### src/rtl/data_sram_bridge.sv
// data_sram_bridge: turns the core's single-cycle data-port request into a
// split address/data handshake on the SoC bus, with optional kseg0/kseg1
// translation. The pipeline is stalled until the bus transaction completes,
// then released for exactly one cycle (DONE) in which cpu_rdata is valid.
module data_sram_bridge #(
  parameter int MAP_KSEG = 1
) (
  input  logic        clk,
  input  logic        rst,
  input  logic        cpu_en,
  input  logic [3:0]  cpu_wen,
  input  logic [31:0] cpu_addr,
  input  logic [31:0] cpu_wdata,
  output logic [31:0] cpu_rdata,
  output logic        cpu_stall,
  output logic        bus_req,
  output logic        bus_wr,
  output logic [1:0]  bus_size,
  output logic [31:0] bus_addr,
  output logic [31:0] bus_wdata,
  input  logic        bus_addr_ok,
  input  logic        bus_data_ok,
  input  logic [31:0] bus_rdata
);

  typedef enum logic [1:0] {IDLE, ADDR, DATA, DONE} state_t;

  state_t      r_state;
  state_t      w_next;
  logic        w_capture;
  logic        w_launch;
  logic [3:0]  w_size_lo;

  logic        r_wr;
  logic [1:0]  r_size;
  logic [31:0] r_addr;
  logic [31:0] r_wdata;
  logic [31:0] r_rdata;

  // kseg0/kseg1 (0x8000_0000-0xBFFF_FFFF) map onto physical low memory by
  // dropping the top three bits; everything else is passed through.
  function automatic logic [31:0] map_addr(input logic [31:0] a);
    if ((MAP_KSEG != 0) && (a[31:30] == 2'b10))
      return {3'b000, a[28:0]};
    return a;
  endfunction

  // Byte-enable pattern -> {bus size, low address bits}. Reads and any
  // pattern the core never produces fall back to an aligned word access.
  function automatic logic [3:0] decode_wen(input logic [3:0] wen);
    case (wen)
      4'b0001: return {2'd0, 2'd0};
      4'b0010: return {2'd0, 2'd1};
      4'b0100: return {2'd0, 2'd2};
      4'b1000: return {2'd0, 2'd3};
      4'b0011: return {2'd1, 2'd0};
      4'b1100: return {2'd1, 2'd2};
      default: return {2'd2, 2'd0};
    endcase
  endfunction

  assign w_size_lo = decode_wen(cpu_wen);
  assign w_launch  = (r_state == IDLE) && cpu_en;

  // State register.
  always_ff @(posedge clk) begin
    if (rst) r_state <= IDLE;
    else     r_state <= w_next;
  end

  // Next-state logic; w_capture marks the cycle the slave delivers data.
  always_comb begin
    w_next    = r_state;
    w_capture = 1'b0;
    case (r_state)
      IDLE: begin
        if (cpu_en) w_next = ADDR;
      end
      ADDR: begin
        if (bus_addr_ok) begin
          if (bus_data_ok) begin
            w_next    = DONE;
            w_capture = 1'b1;
          end else begin
            w_next = DATA;
          end
        end
      end
      DATA: begin
        if (bus_data_ok) begin
          w_next    = DONE;
          w_capture = 1'b1;
        end
      end
      DONE: begin
        w_next = IDLE;
      end
      default: begin
        w_next = IDLE;
      end
    endcase
  end

  // Request latch on launch from IDLE; read data capture on completion.
  always_ff @(posedge clk) begin
    if (rst) begin
      r_wr    <= 1'b0;
      r_size  <= 2'd0;
      r_addr  <= 32'd0;
      r_wdata <= 32'd0;
      r_rdata <= 32'd0;
    end else begin
      if (w_launch) begin
        r_wr    <= |cpu_wen;
        r_size  <= w_size_lo[3:2];
        r_addr  <= (map_addr(cpu_addr) & 32'hFFFF_FFFC) | {30'd0, w_size_lo[1:0]};
        r_wdata <= cpu_wdata;
      end
      if (w_capture && !r_wr) r_rdata <= bus_rdata;
    end
  end

  // The address phase is exactly the ADDR state, so the request is a decode
  // of the state register and drops on the edge that accepts the address.
  assign bus_req   = (r_state == ADDR);
  assign bus_wr    = r_wr;
  assign bus_size  = r_size;
  assign bus_addr  = r_addr;
  assign bus_wdata = r_wdata;
  assign cpu_rdata = r_rdata;
  assign cpu_stall = cpu_en && (r_state != DONE);

endmodule

### config.mk
export PLATFORM = sky130hd
export DESIGN_NAME = data_sram_bridge
export DESIGN_NICKNAME = d
export VERILOG_FILES = /design/src/rtl/data_sram_bridge.sv
export SDC_FILE = /design/constraint.sdc
export NUM_CORES = 1
export LEC_CHECK = 0
export BUFFER_PORTS_ARGS = -buffer_cell sky130_fd_sc_hd__buf_2
export CORE_ASPECT_RATIO = 1.75
export CORE_MARGIN = 2
export CORE_UTILIZATION = 48
export CTS_CLUSTER_DIAMETER = 50
export DETAILED_ROUTE_END_ITERATION = 8
export GPL_ROUTABILITY_DRIVEN = 0
export GPL_TIMING_DRIVEN = 0
export PLACE_DENSITY = 0.83
export SETUP_SLACK_MARGIN = 0.02
export SYNTH_ARGS = -nofsm -noshare
export SYNTH_HDL_FRONTEND = slang
export SYNTH_SLANG_ARGS = --single-unit
### constraint.sdc
create_clock -name clk -period 3.5 [get_ports clk]
set_input_delay 0.7 -clock clk [delete_from_list [all_inputs] [get_ports clk]]
set_output_delay 0.7 -clock clk [all_outputs]
set_load 0.02 [all_outputs]
==> results of run 1 <==
## cells in the final DEF, fill, tap and decap left out, types with 2 or more instances in the layout
cell	n
a211oi_1	2
a21oi_1	97
buf_2	212
buf_4	2
buf_6	8
bufinv_16	3
clkbuf_1	14
clkbuf_16	9
clkbuf_2	3
clkinvlp_4	2
dfxtp_1	101
ha_1	5
inv_1	2
nand2_1	125
nand2b_1	4
nand3_1	34
nor2_1	5
nor2b_1	4
nor3_1	2
o21ai_0	33
## cell families after synthesis
group | Yosys count | synth area share (%)
flip-flops | 101 | 52.6
AO/OA/AOI/OAI | 141 | 19.2
adder cells (fa/ha/maj) | 5 | 1.63
buffers and inverters | 40 | 6.09
AND/OR/NAND/NOR | 181 | 20.2
XOR/XNOR | 1 | 0.228
## metrics by stage
step	instances	utilization (%)	area, sq um	setup slack (ns)	hold WS, ns
finish	777	67.7	5320	1.48	0.451
global route	777	67.7	5320	1.41	0.461
CTS	777	67.7	5320	1.48	0.452
detailed placement	761	63.2	4970	1.66	0.443
global placement	761	63.2	4970	1.67	0.436
floorplan	469	-	3840	1.77	0.493
## report_power, final
group / internal [W] / switching [W] / total (W)
logic: 0.000506 / 0.000975 / 0.00148
registers: 0.00133 / 0.0000950 / 0.00143
clock network: 0.000717 / 0.000432 / 0.00115
total: 0.00256 / 0.00150 / 0.00406
## area by class of cell
class | instances | area, sq um | area share, %
buffer | 38 | 226 | 4.26
tap | 90 | 113 | 2.12
clock buffer | 10 | 239 | 4.50
timing repair buffer | 202 | 1010 | 19.0
sequential | 101 | 2020 | 38.0
inverter | 2 | 7.51 | 0.141
clock inverter | 6 | 110 | 2.07
multi-input combinational | 328 | 1590 | 29.9
## sequential cells by signal, indices dropped and copies added, names as in the netlist
name	count
cpu_rdata	32
bus_addr	32
bus_size	2
r_state	2
bus_wdata	32
bus_wr	1
## routing by layer
layer | part of all wire (%) | track usage [%]
met5 | 0 | 0
met3 | 5.4 | 5.67
met2 | 54 | 46.0
met4 | 2.6 | 11.1
met1 | 38 | 26.8
## worst register-to-register path: cells and delay by family (launching register included)
family / cells / cell delay, ns
compound gates: 2 / 0.32
flops: 1 / 0.40
buf+inv: 2 / 0.45
simple gates: 1 / 0.21
fa+ha+maj: 1 / 0.33
## worst min-delay path by stage
stage                     slack (ns)                          to                        from  cells past startpoint
final                           0.45  bus_wdata[24]$_SDFFE_PP0P_  bus_wdata[24]$_SDFFE_PP0P_                      2
after global routing            0.46   bus_addr[29]$_SDFFE_PP0P_   bus_addr[29]$_SDFFE_PP0P_                      2
after CTS                       0.45   bus_addr[24]$_SDFFE_PP0P_   bus_addr[24]$_SDFFE_PP0P_                      2
after detailed placement        0.44   bus_addr[24]$_SDFFE_PP0P_   bus_addr[24]$_SDFFE_PP0P_                      2
after global placement          0.44   bus_addr[31]$_SDFFE_PP0P_   bus_addr[31]$_SDFFE_PP0P_                      2
after floorplan                 0.49     r_state[1]$_SDFFE_PP0P_     r_state[1]$_SDFFE_PP0P_                      2
==> run_results.csv, run 1 <==
group,metric,value,unit
run_status,status,"finished clean",
job,maxCapViolations,0,
synthesis,synthTopCellsByArea,"dfxtp_1 (53%), a21oi_1 (13%), nand2_1 (12%), nand3_1 (4.4%), o21ai_0 (4.3%)",
grt,grt_pass1_vias,4000,
layout,filler_cell_count,673,
synthesis,synth_commonest_cells,"nand2_1 (125), dfxtp_1 (101), a21oi_1 (97), nand3_1 (34), o21ai_0 (33)",
timing,rsz0062_at_grt,"no",
floorplanning,die_h,122,microns
worst_setup_path,rrSetupSlack,1.73,ns
power_and_ir_drop,power_density,763,nW/um^2
routing,viasPerCell,5.21,
worst_setup_path,path_buf_inv,2,
grt,grt_max_degree,17,
clock_tree,cts_resized,0,
power_and_ir_drop,power,0.00406,W
grt,grt.total_usage,25.1,%
timing,max_slew_margin,65.1,%
routing,drt_iter0_markers,202,
floorplanning,die-area,8770,sq um
timing,post-route-period-util,57.8,%
worst_setup_path,slowest_delay,0.40,ns
worst_setup_path,crit_fanout,6,
layout,nets,792,
place,io_buffers,202,
layout,areaGrowthSynthToFinish,38.3,%
routing,wl,11200,microns
place,dp_hpwl,8380,microns
worst_setup_path,end_kind,"output pin",
timing,hold_viol_final,0,
synthesis,ys_types,35,
clock_tree,ctsRootBufferMaster,"clkbuf_16",
synthesis,synthFlopType,"dfxtp_1",
worst_setup_path,r2r-start,"r_state[1]$_SDFFE_PP0P_",
hold_path,hold_path_class,"flop to flop",
worst_setup_path,worstSetupPathType,"flop to output pin",
grt,overflow,0,
worst_setup_path,crit_required,2.80,ns
synthesis,syn_nets,579,
timing,setup_viol,0,
worst_setup_path,crit_cells,3,
worst_setup_path,r2r.worst_path.cells,6,
clock_tree,clkTransAtPathRegs,0.07,ns
synthesis,synth_cells,469,
synthesis,avgSynthCellArea,8.20,sq um
layout,antennaDiodeCount,0,
synthesis,ys_seq_area_share,52.6,%
clock_tree,hold_buffers,0,
timing,worst_pin_slew,0.524,ns
clock_tree,cts_tree,"done",
routing,ant_nets,0,
worst_setup_path,setup.worst_path.start,"r_state[1]$_SDFFE_PP0P_",
clock_tree,clk_latency,0.34,ns
synthesis,synth-edff-count,0,
grt,grt_antenna_before_repair,0,
worst_setup_path,cp-start-kind,"flop",
clock_tree,cts_max_path_buffers,2,
power_and_ir_drop,leakage,2.48,nW
floorplanning,core-area,7860,sq um
worst_setup_path,arrival,1.32,ns
worst_setup_path,worst_path_dominant_cell_family,"flip-flops",
power_and_ir_drop,peakVddDrop,0.432,mV
floorplanning,rows,43,
floorplanning,io_pins,206,
timing,fin_tns_setup,0,ns
layout,layout-drive-gt1-share,35.5,%
worst_setup_path,crit_chain,"inv_1 -> ha_1 -> buf_2",
clock_tree,post_cts_buffers,0,
clock_tree,htreeDepth,3,
timing,drv_slew,0,
synthesis,async_flop_share,0,%
timing,period_needed,2.02,ns
clock_tree,cts_made_buffers,9,
synthesis,ys_ff_latch,101,
worst_setup_path,crit_end,"bus_req",
routing,drc,0,
routing,drt-pass1-iter-count,4,
routing,wl_per_cell,14.4,microns
synthesis,yosysTopAreaCellShare,52.6,%
floorplanning,die-width,71.6,microns
synthesis,synth_area,3840,sq um
synthesis,yosysMostFrequentCell,"nand2_1",
timing,clock_skew,0.00747,ns
floorplanning,start_util,48.9,%
routing,vias,4050,
clock_tree,clkSinkCount,101,
worst_setup_path,cpMaxStageDelayCell,"dfxtp_1",
grt,grt_pass1_wl,17700,microns
timing,fmax,494,MHz
synthesis,ys_warn_count,0,
worst_setup_path,r2r_end,"cpu_rdata[29]$_SDFFE_PP0P_",
synthesis,synth_area_leader_cell,"dfxtp_1",
(Power assumes the default switching activity.)
==> run 2, diff against run 1 <==
--- a/config.mk
+++ b/config.mk
@@ -8,12 +8,12 @@
 export BUFFER_PORTS_ARGS = -buffer_cell sky130_fd_sc_hd__buf_2
 export CORE_ASPECT_RATIO = 1.75
 export CORE_MARGIN = 2
-export CORE_UTILIZATION = 48
+export CORE_UTILIZATION = 45
 export CTS_CLUSTER_DIAMETER = 50
 export DETAILED_ROUTE_END_ITERATION = 8
 export GPL_ROUTABILITY_DRIVEN = 0
 export GPL_TIMING_DRIVEN = 0
-export PLACE_DENSITY = 0.83
+export PLACE_DENSITY = 0.78
 export SETUP_SLACK_MARGIN = 0.02
 export SYNTH_ARGS = -nofsm -noshare
 export SYNTH_HDL_FRONTEND = slang
==> constraint.sdc (replaced) <==
create_clock -name clk -period 2.1 [get_ports clk]
set_input_delay 0.42 -clock clk [delete_from_list [all_inputs] [get_ports clk]]
set_output_delay 0.42 -clock clk [all_outputs]
set_load 0.02 [all_outputs]
==> run_results.csv, run 2 (synthesized netlist as in run 1, its figures left out) <==
group,metric,value,unit
timing,period_needed,1.77,ns
grt,grt_antenna_before_repair,0,
worst_setup_path,crit_fanout,10,
grt,grt_max_degree,17,
layout,layout.cells.non_filler,802,
power_and_ir_drop,peakVddDrop,0.653,mV
timing,max_slew_margin,65.0,%
place,dp_hpwl,8300,microns
worst_setup_path,worst_path_dominant_cell_family,"buffers and inverters",
worst_setup_path,cpMaxStageDelayCell,"dfxtp_1",
clock_tree,ctsRootBufferMaster,"clkbuf_16",
worst_setup_path,end_kind,"flop",
layout,layout-drive-gt1-share,35.2,%
grt,grt.total_usage,23.4,%
timing,rsz0062_at_grt,"no",
floorplanning,rows,44,
worst_setup_path,slowest_delay,0.41,ns
clock_tree,hold_buffers,0,
routing,wl,10900,microns
grt,grt_pass1_wl,17200,microns
clock_tree,clk_latency,0.34,ns
layout,mostFrequentLayoutCells,"buf_2 (212), nand2_1 (125), dfxtp_1 (101), a21oi_1 (97), nand3_1 (34)",
worst_setup_path,worstSetupPathType,"flop to flop",
worst_setup_path,arrival,2.04,ns
timing,worst_pin_slew,0.525,ns
routing,vias,4043,
place,io_buffers,202,
floorplanning,die_h,126,microns
layout,filler_cell_count,730,
clock_tree,cts_resized,0,
routing,drc,0,
hold_path,hold_path_class,"input pin to flop",
clock_tree,clkTransAtPathRegs,0.07,ns
layout,areaGrowthSynthToFinish,37.7,%
floorplanning,die-area,9330,sq um
routing,ant_nets,0,
clock_tree,cts_max_path_buffers,2,
routing,drt_iter0_markers,235,
place,preCtsSetupSlack,0.398,ns
run_status,status,"finished clean",
power_and_ir_drop,leakage,2.45,nW
worst_setup_path,cp-start-kind,"flop",
layout,seqCellArea,2020,sq um
timing,fin_tns_setup,0,ns
timing,post-route-period-util,84.3,%
floorplanning,start_util,46.2,%
routing,viasPerCell,5.04,
routing,wl_per_cell,13.6,microns
worst_setup_path,crit_chain,"inv_1 -> ha_1 -> nand3b_1 -> clkbuf_1 -> o21ai_0 -> a21oi_1",
timing,fmax,565,MHz
floorplanning,die-width,73.9,microns
power_and_ir_drop,power_density,1220,nW/um^2
timing,setup_viol,0,
worst_setup_path,crit_required,2.37,ns
clock_tree,cts_made_buffers,9,
place,place_inst,786,
clock_tree,post_cts_buffers,0,
timing,drv_slew,0,
worst_setup_path,path_buf_inv,2,
job,maxCapViolations,0,
timing,worst_slack,0.329,ns
grt,overflow,0,
layout,multi_input_area,1590,sq um
floorplanning,io_pins,206,
clock_tree,cts_tree,"done",
layout,antennaDiodeCount,0,
layout,layout_commonest_cell,"buf_2",
clock_tree,htreeDepth,3,
grt,grt_pass1_vias,3822,
timing,hold_viol_final,0,
timing,clock_skew,0.00666,ns
layout,nets,792,
floorplanning,core-area,8310,sq um
routing,drt-pass1-iter-count,5,
clock_tree,clkSinkCount,101,
run 2: changes by cell type in the layout (fill, tap and decap cells not counted):
cell	before	now
clkinv_2	1	0
clkbuf_8	1	0
clkbuf_1	14	16
clkinv_4	0	1
clkinvlp_4	2	3
bufinv_16	3	1
run 2: stage by stage:
stage | area (sq um) | total power [W] | hold slack [ns] | utilization (%)
detailed placement | 5000 | 0.00487 | 0.445 | 60.1
finish | 5290 | 0.00647 | 0.308 | 63.7
global route | 5290 | 0.00686 | 0.309 | 63.7
floorplan | 3840 | 0.00408 | 0.493 | -
global placement | 5000 | 0.00479 | 0.435 | 60.1
CTS | 5290 | 0.00650 | 0.302 | 63.7
run 2: area by class of cell:
class | count | area share, %
Timing Repair Buffer | 202 | 19.1
Tap cell | 115 | 2.72
Multi-Input combinational cell | 328 | 30.0
Buffer | 38 | 4.28
Clock inverter | 5 | 1.16
Inverter | 2 | 0.142
Clock buffer | 11 | 4.40
Sequential cell | 101 | 38.2
run 2: path summary, 6_finish.rpt:
check / start / to / slack, ns / cells after the start
setup / recovery: r_state[1]$_SDFFE_PP0P_ / cpu_rdata[30]$_SDFFE_PP0P_ / 0.33 / 6
hold / removal: cpu_wdata[9] / bus_wdata[9]$_SDFFE_PP0P_ / 0.31 / 3
setup reg to reg: r_state[1]$_SDFFE_PP0P_ / cpu_rdata[30]$_SDFFE_PP0P_ / 0.33 / 6
hold reg to reg: bus_addr[27]$_SDFFE_PP0P_ / bus_addr[27]$_SDFFE_PP0P_ / 0.45 / 2
run 2: worst reg2reg max path: cells and delay by family (launching register included):
family                   cells  cell delay (ns)
AND/OR/NAND/NOR              1             0.21
adder cells (fa/ha/maj)      1             0.32
flip-flops                   1             0.41
AO/OA/AOI/OAI                2             0.32
buffers and inverters        2             0.45
run 2: metal layers:
metal  part of all wire [%]  wire, microns  vias up  global-route usage, %
li1                       -              -     2010                      -
met1                     38           4100     1831                   24.8
met2                     53           5820      178                   42.0
met3                    5.9            638       24                   4.56
met4                    3.1            336        0                   12.0
met5                      0              0        -                      0
run 2: where the power goes:
part	switching, W	total (W)	internal [W]
clock network	0.000708	0.00163	0.000926
logic	0.00161	0.00246	0.000843
registers	0.000161	0.00238	0.00222
